[src/rtl/branch_target_predictor_pkg.sv]
// Shared helpers for the branch target predictor: PC field extraction,
// saturating counter arithmetic and the weakly-taken counter seed.
package branch_target_predictor_pkg;

  localparam int BP_MAX_W   = 64;
  localparam int BP_ENTRIES = 16;
  localparam int BP_ADDR_W  = 32;
  localparam int BP_CTR_W   = 2;
  localparam int BP_STAT_W  = 32;

  function automatic logic [BP_MAX_W-1:0] bp_ctr_init(input int unsigned ctrW);
    return 64'd1 << (ctrW - 32'd1);
  endfunction

  localparam logic [BP_MAX_W-1:0] BP_CTR_INIT = bp_ctr_init(BP_CTR_W);

  function automatic logic [BP_MAX_W-1:0] bp_idx(input logic [BP_MAX_W-1:0] pc,
                                                  input int unsigned idxW);
    return (pc >> 32'd2) & ((64'd1 << idxW) - 64'd1);
  endfunction

  function automatic logic [BP_MAX_W-1:0] bp_tag(input logic [BP_MAX_W-1:0] pc,
                                                  input int unsigned idxW);
    return pc >> (idxW + 32'd2);
  endfunction

  // One step up or down, clamped to [0, 2^w-1] instead of wrapping.
  function automatic logic [BP_MAX_W-1:0] bp_sat_step(input logic [BP_MAX_W-1:0] value,
                                                       input logic up,
                                                       input int unsigned w);
    logic [BP_MAX_W-1:0] maxVal;
    maxVal = (w >= 32'd64) ? {BP_MAX_W{1'b1}} : ((64'd1 << w) - 64'd1);
    if (up) begin
      return (value == maxVal) ? value : value + 64'd1;
    end else begin
      return (value == 64'd0) ? value : value - 64'd1;
    end
  endfunction

endpackage

[src/rtl/branch_target_predictor_sat_counter.sv]
// Saturating up/down register with a synchronous load; used for the
// per-entry direction counters and the performance counters.
module branch_target_predictor_sat_counter
  import branch_target_predictor_pkg::*;
#(
  parameter int W = 2
) (
  input  logic         clk,
  input  logic         rst,
  input  logic         load,
  input  logic [W-1:0] loadValue,
  input  logic         inc,
  input  logic         dec,
  output logic [W-1:0] value
);

  // reset beats load, load beats counting
  always_ff @(posedge clk) begin
    if (rst) begin
      value <= {W{1'b0}};
    end else if (load) begin
      value <= loadValue;
    end else if (inc) begin
      value <= W'(bp_sat_step(BP_MAX_W'(value), 1'b1, W));
    end else if (dec) begin
      value <= W'(bp_sat_step(BP_MAX_W'(value), 1'b0, W));
    end else begin
      value <= value;
    end
  end

endmodule

[src/rtl/branch_target_predictor.sv]
// Direct-mapped tagged BTB with per-entry saturating direction counters:
// combinational lookup for IF, one-edge update and mispredict detection for EX.
module branch_target_predictor
  import branch_target_predictor_pkg::*;
#(
  parameter int ENTRIES = BP_ENTRIES,
  parameter int ADDR_W  = BP_ADDR_W,
  parameter int CTR_W   = BP_CTR_W,
  parameter int STAT_W  = BP_STAT_W
) (
  input  logic              clk,
  input  logic              rst,
  input  logic [ADDR_W-1:0] if_pc,
  output logic              pred_hit,
  output logic              pred_taken,
  output logic [ADDR_W-1:0] pred_target,
  input  logic              flush_all,
  input  logic              upd_valid,
  input  logic [ADDR_W-1:0] upd_pc,
  input  logic              upd_taken,
  input  logic [ADDR_W-1:0] upd_target,
  input  logic              upd_pred_taken,
  input  logic [ADDR_W-1:0] upd_pred_target,
  output logic              mispredict,
  output logic [ADDR_W-1:0] recover_pc,
  output logic [STAT_W-1:0] stat_branches,
  output logic [STAT_W-1:0] stat_mispredicts
);

  localparam int IDX_W = $clog2(ENTRIES);
  localparam int TAG_W = ADDR_W - IDX_W - 2;
  localparam logic [CTR_W-1:0] CTR_INIT = CTR_W'(bp_ctr_init(CTR_W));

  logic              valid_r  [ENTRIES];
  logic [TAG_W-1:0]  tag_r    [ENTRIES];
  logic [ADDR_W-1:0] target_r [ENTRIES];
  logic [CTR_W-1:0]  ctr_s    [ENTRIES];

  logic [IDX_W-1:0] lookIdx_s;
  logic [TAG_W-1:0] lookTag_s;
  logic [IDX_W-1:0] updIdx_s;
  logic [TAG_W-1:0] updTag_s;
  logic             updHit_s;
  logic             updEn_s;

  assign lookIdx_s = IDX_W'(bp_idx(BP_MAX_W'(if_pc), IDX_W));
  assign lookTag_s = TAG_W'(bp_tag(BP_MAX_W'(if_pc), IDX_W));
  assign updIdx_s  = IDX_W'(bp_idx(BP_MAX_W'(upd_pc), IDX_W));
  assign updTag_s  = TAG_W'(bp_tag(BP_MAX_W'(upd_pc), IDX_W));
  assign updHit_s  = valid_r[updIdx_s] && (tag_r[updIdx_s] == updTag_s);
  assign updEn_s   = upd_valid && !flush_all;

  // IF lookup against current contents; no bypass from a same-cycle update
  always_comb begin
    pred_hit   = valid_r[lookIdx_s] && (tag_r[lookIdx_s] == lookTag_s);
    pred_taken = pred_hit && ctr_s[lookIdx_s][CTR_W-1];
    if (pred_taken) begin
      pred_target = target_r[lookIdx_s];
    end else begin
      pred_target = if_pc + ADDR_W'(32'd4);
    end
  end

  // EX resolution: wrong direction, or taken to a different target
  always_comb begin
    if (upd_valid) begin
      mispredict = (upd_taken != upd_pred_taken) ||
                   (upd_taken && upd_pred_taken && (upd_target != upd_pred_target));
    end else begin
      mispredict = 1'b0;
    end
    if (upd_taken) begin
      recover_pc = upd_target;
    end else begin
      recover_pc = upd_pc + ADDR_W'(32'd4);
    end
  end

  // Tag/target/valid storage; a taken hit rewrites the same tag, so hit and
  // allocate share one write path.
  always_ff @(posedge clk) begin
    if (rst) begin
      for (int i = 0; i < ENTRIES; i++) begin
        valid_r[i]  <= 1'b0;
        tag_r[i]    <= {TAG_W{1'b0}};
        target_r[i] <= {ADDR_W{1'b0}};
      end
    end else if (flush_all) begin
      for (int i = 0; i < ENTRIES; i++) begin
        valid_r[i] <= 1'b0;
      end
    end else if (upd_valid && upd_taken) begin
      valid_r[updIdx_s]  <= 1'b1;
      tag_r[updIdx_s]    <= updTag_s;
      target_r[updIdx_s] <= upd_target;
    end
  end

  for (genvar i = 0; i < ENTRIES; i++) begin : gCtr
    logic sel_s;
    assign sel_s = updEn_s && (updIdx_s == IDX_W'(i));

    branch_target_predictor_sat_counter #(.W(CTR_W)) uCtr (
      .clk       (clk),
      .rst       (rst),
      .load      (sel_s && !updHit_s && upd_taken),
      .loadValue (CTR_INIT),
      .inc       (sel_s && updHit_s && upd_taken),
      .dec       (sel_s && updHit_s && !upd_taken),
      .value     (ctr_s[i])
    );
  end

  // Stats keep counting through flush_all; only rst clears them.
  branch_target_predictor_sat_counter #(.W(STAT_W)) uStatBranches (
    .clk       (clk),
    .rst       (rst),
    .load      (1'b0),
    .loadValue ({STAT_W{1'b0}}),
    .inc       (upd_valid),
    .dec       (1'b0),
    .value     (stat_branches)
  );

  branch_target_predictor_sat_counter #(.W(STAT_W)) uStatMispredicts (
    .clk       (clk),
    .rst       (rst),
    .load      (1'b0),
    .loadValue ({STAT_W{1'b0}}),
    .inc       (mispredict),
    .dec       (1'b0),
    .value     (stat_mispredicts)
  );

endmodule

[config.mk]
export PLATFORM = sky130hd
export DESIGN_NAME = branch_target_predictor
export DESIGN_NICKNAME = d
export VERILOG_FILES = /design/src/rtl/branch_target_predictor_pkg.sv /design/src/rtl/branch_target_predictor_sat_counter.sv /design/src/rtl/branch_target_predictor.sv
export SDC_FILE = /design/constraint.sdc
export NUM_CORES = 2
export LEC_CHECK = 0
export CORE_MARGIN = 3
export CORE_UTILIZATION = 50
export CTS_BUF_LIST = sky130_fd_sc_hd__clkbuf_4 sky130_fd_sc_hd__clkbuf_8
export DETAILED_ROUTE_END_ITERATION = 8
export PLACE_DENSITY = 0.71
export SYNTH_ARGS = -nofsm -noshare
export SYNTH_HDL_FRONTEND = slang
export SYNTH_HIERARCHICAL = 1
export SYNTH_SLANG_ARGS = --single-unit
[constraint.sdc]
create_clock -name clk -period 5.5 [get_ports clk]
set_clock_uncertainty 0.1 [all_clocks]
set_input_delay 1.1 -clock clk [delete_from_list [all_inputs] [get_ports clk]]
set_output_delay 1.1 -clock clk [all_outputs]
set_load 0.01 [all_outputs]
==> impl_metrics.json <==
{
  "rows": 124,
  "syn_area_um2": 57700,
  "setup_ws_ps": -229,
  "postSynthAreaPerCell_um2": 13.0,
  "synth_area_leaders": "edfxtp_1, mux4_2, and2_1",
  "cellPowerDensity_nw_per_um2": 289,
  "core-area_um2": 115000,
  "vias_per_cell": 6.34,
  "numCtsBuffers": 174,
  "hpwlAfterDp_um": 131000,
  "antenna_found_initial": 11,
  "cts-root-buf": "clkbuf_8",
  "fp.dieW_um": 346,
  "reg2reg_slack_ps": 1390,
  "wl_per_cell_um": 30.0,
  "synth_mux_area_share_pct": 17.2,
  "startpoint_type": "input port",
  "nets": 5371,
  "ys_warn_count": 6,
  "slew-limit-headroom_pct": 36.6,
  "rsz0062_at_grt": "yes",
  "grt_overflow": 0,
  "ys_types": 86,
  "die_h_um": 346,
  "synth_fa_ha_area_share_pct": 1.50,
  "gp_congestion": 0.991,
  "criticalPathCategory": "input port to primary output",
  "vdd_drop_max_mv": 0.206,
  "slew_violations": 0,
  "async_flop_share_pct": 0,
  "violations": "setup timing",
  "crit_arrival_ps": 4530,
  "share_comb_of_total_power_pct": 19.1,
  "synthCells": 4450,
  "wirelength_um": 205000,
  "ctsHoldBuffers": 0,
  "initial_utilization_pct": 50.4,
  "first_global_vias": 42800,
  "synth_top_area_share_pct": 48.3,
  "synth_xor_area_share_pct": 2.75,
  "worstPathMaxFanout": 8,
  "switching_share_pct": 27.9,
  "clkPwrFrac_pct": 34.8,
  "cts_tree": "yes",
  "final_util_pct": 61.1,
  "synth_top_family_by_area": "multiplexers",
  "grt_pass1_wl_um": 294000,
  "hold_violations": 0,
  "synthFlopType": "edfxtp_1",
  "status": "finished, violations left",
  "layout-drive-gt1-share_pct": 26.2,
  "dieArea_um2": 120000,
  "p_sw_w": 0.00564,
  "synth-compound-area-share_pct": 6.78,
  "cts_buffer_depth": 3,
  "final.period_utilization_pct": 104,
  "p_int_w": 0.0146,
  "yosysTopAreaCell": "edfxtp_1",
  "timing.fmax_mhz": 175,
  "place_worst_setup_slack_ps": -639,
  "vias": 43300,
  "initialDrtViolationCount": 5957,
  "grt_max_degree": 81,
  "leakage_nw": 26.2,
  "drtPass1Iterations": 6,
  "drv_cap": 0,
  "worst_skew_pair.late_latency_ps": 880,
  "seqPwrFrac_pct": 46.1,
  "finalSetupViolations": 32,
  "synth_simple_gate_area_share_pct": 16.4,
  "power.total_w": 0.0202,
  "period_minus_slack_ps": 5730,
  "path_clk_slew_ps": 70,
  "required_ps": 4300,
  "n_fill_cell": 8868,
  "hold_path_class": "flop to flop",
  "crit_path_end_kind": "primary output",
  "numPortBuffers": 264,
  "groute.usage.overall_pct": 33.7,
  "synth_edf_count": 928,
  "num_io_pins": 265,
  "antenna_left": 0,
  "yosysSeqAreaShare_pct": 52.1,
  "worst_pin_slew_ps": 948,
  "cts_sinks": 1040,
  "area_delta_synth_final_pct": 21.1,
  "drc": 0,
  "ys_ff_latch": 1040,
  "h-tree-depth": 4
}
power by group through the flow:
| stage | clock network, W | logic, W | registers (W) |
|---|---|---|---|
| final | 0.00704 | 0.00386 | 0.00932 |
| after global routing | 0.00743 | 0.00406 | 0.00935 |
| after CTS | 0.00708 | 0.00377 | 0.00931 |
| after detailed placement | 0 | 0.00369 | 0.00947 |
| after global placement | 0 | 0.00367 | 0.00944 |
| after floorplan | 0 | 0.00205 | 0.00938 |
cell families (layout without fill, tap and decap cells):
logic type,after synthesis,in the layout
XOR/XNOR,181,181
flip-flops,1040,1040
AO/OA/AOI/OAI,530,530
buffers and inverters,449,1197
multiplexers,518,518
AND/OR/NAND/NOR,1662,1662
other,2,117
adder cells (fa/ha/maj),68,68
cells in the mapped netlist (all sizes together), types with 73 or more instances:
cell type  count
clkbuf       295
nand2        179
inv           73
mux4         363
xnor2        134
and2         873
edfxtp       928
a21oi         92
nor2         168
o21ai         92
dfxtp        112
buf           78
and3          88
mux2i        111
final cells by class:
| type | count | area (um2) | area share [%] |
|---|---|---|---|
| tap | 1512 | 1890 | 2.71 |
| sequential | 1040 | 30100 | 43.1 |
| antenna | 7 | 17.5 | 0.0251 |
| clock buffer | 239 | 2900 | 4.15 |
| clock inverter | 74 | 557 | 0.796 |
| multi-input combinational | 3069 | 26500 | 38.0 |
| timing repair buffer | 808 | 7610 | 10.9 |
| inverter | 76 | 287 | 0.410 |
worst max-delay path, stage by stage:
cell and delay [ps]:
clkbuf_4 260, buf_4 240, mux2i_1 100, a221oi_1 400
a21oi_1 120, buf_4 160, xnor2_1 170, or4_1 560
or4_4 650, buf_16 190, buf_12 140, mux2_4 300
buf_6 120
repair_timing:
item,CTS,global route
resized for setup,202,23
gates cloned,8,0
pin swaps,17,7
endpoints found under the setup margin,34,36
setup buffers,22,2
metal layers:
layer | part of all wire (%) | global-route usage [%] | routed length (um) | vias up
met2 | 45 | 51.9 | 92700 | 3097
met4 | 4.9 | 15.4 | 9990 | 4
met1 | 37 | 43.9 | 74800 | 21500
li1 | - | - | - | 18100
met5 | 0.011 | 0 | 23 | -
met3 | 13 | 10.4 | 27100 | 570
registers in the layout (all words and copies together) (netlist names):
signal / cells
tag_r: 416
valid_r: 16
uStatBranches/value: 32
target_r: 512
uStatMispredicts/value: 32
gCtr.uCtr/value: 32
path summary, 6_finish.rpt:
| check | from | to | cells after the start |
|---|---|---|---|
| max reg2reg | tag_r[3][8]$_SDFFCE_PN0P_ | gCtr[10].uCtr/value[0]$_SDFFE_PP0P_ | 15 |
| min reg2reg | valid_r[14]$_DFF_P_ | valid_r[14]$_DFF_P_ | 1 |
| max | if_pc[5] | pred_target[5] | 13 |
| min | valid_r[14]$_DFF_P_ | valid_r[14]$_DFF_P_ | 1 |
per-stage QoR:
| stage | std cells | setup TNS (ps) | hold WS [ps] | cell area [um2] |
|---|---|---|---|---|
| after detailed placement | 6473 | -25760 | 360 | 65700 |
| after global routing | 6821 | -6510 | 391 | 69900 |
| final | 6825 | -5960 | 379 | 69900 |
| after CTS | 6816 | -2340 | 375 | 69800 |
| after global placement | 6473 | -25700 | 350 | 65700 |
| after floorplan | 4558 | 0 | 338 | 58100 |
placed cells by master, fill, tap and decap left out, types with 19 or more instances in the layout:
cell type,n
a211oi_1,51
a21o_1,37
a21oi_1,91
a221oi_1,22
a221oi_2,21
a22oi_1,27
a31oi_1,19
and2_1,872
and3_1,83
buf_12,48
buf_4,485
buf_6,37
clkbuf_4,63
clkbuf_8,178
clkdlybuf4s50_1,217
clkinv_1,37
clkinv_2,24
conb_1,110
dfxtp_1,112
edfxtp_1,928
ha_1,66
inv_1,71
mux2_4,31
mux2i_1,106
mux4_2,357
nand2_1,178
nand2b_1,32
nand3_1,40
nand4_1,60
nor2_1,152
nor2b_1,32
nor3_1,63
nor4_1,43
o21ai_0,90
o22ai_1,21
xnor2_1,133
xor2_1,46
No activity file was read; power rests on OpenSTA's default activity.
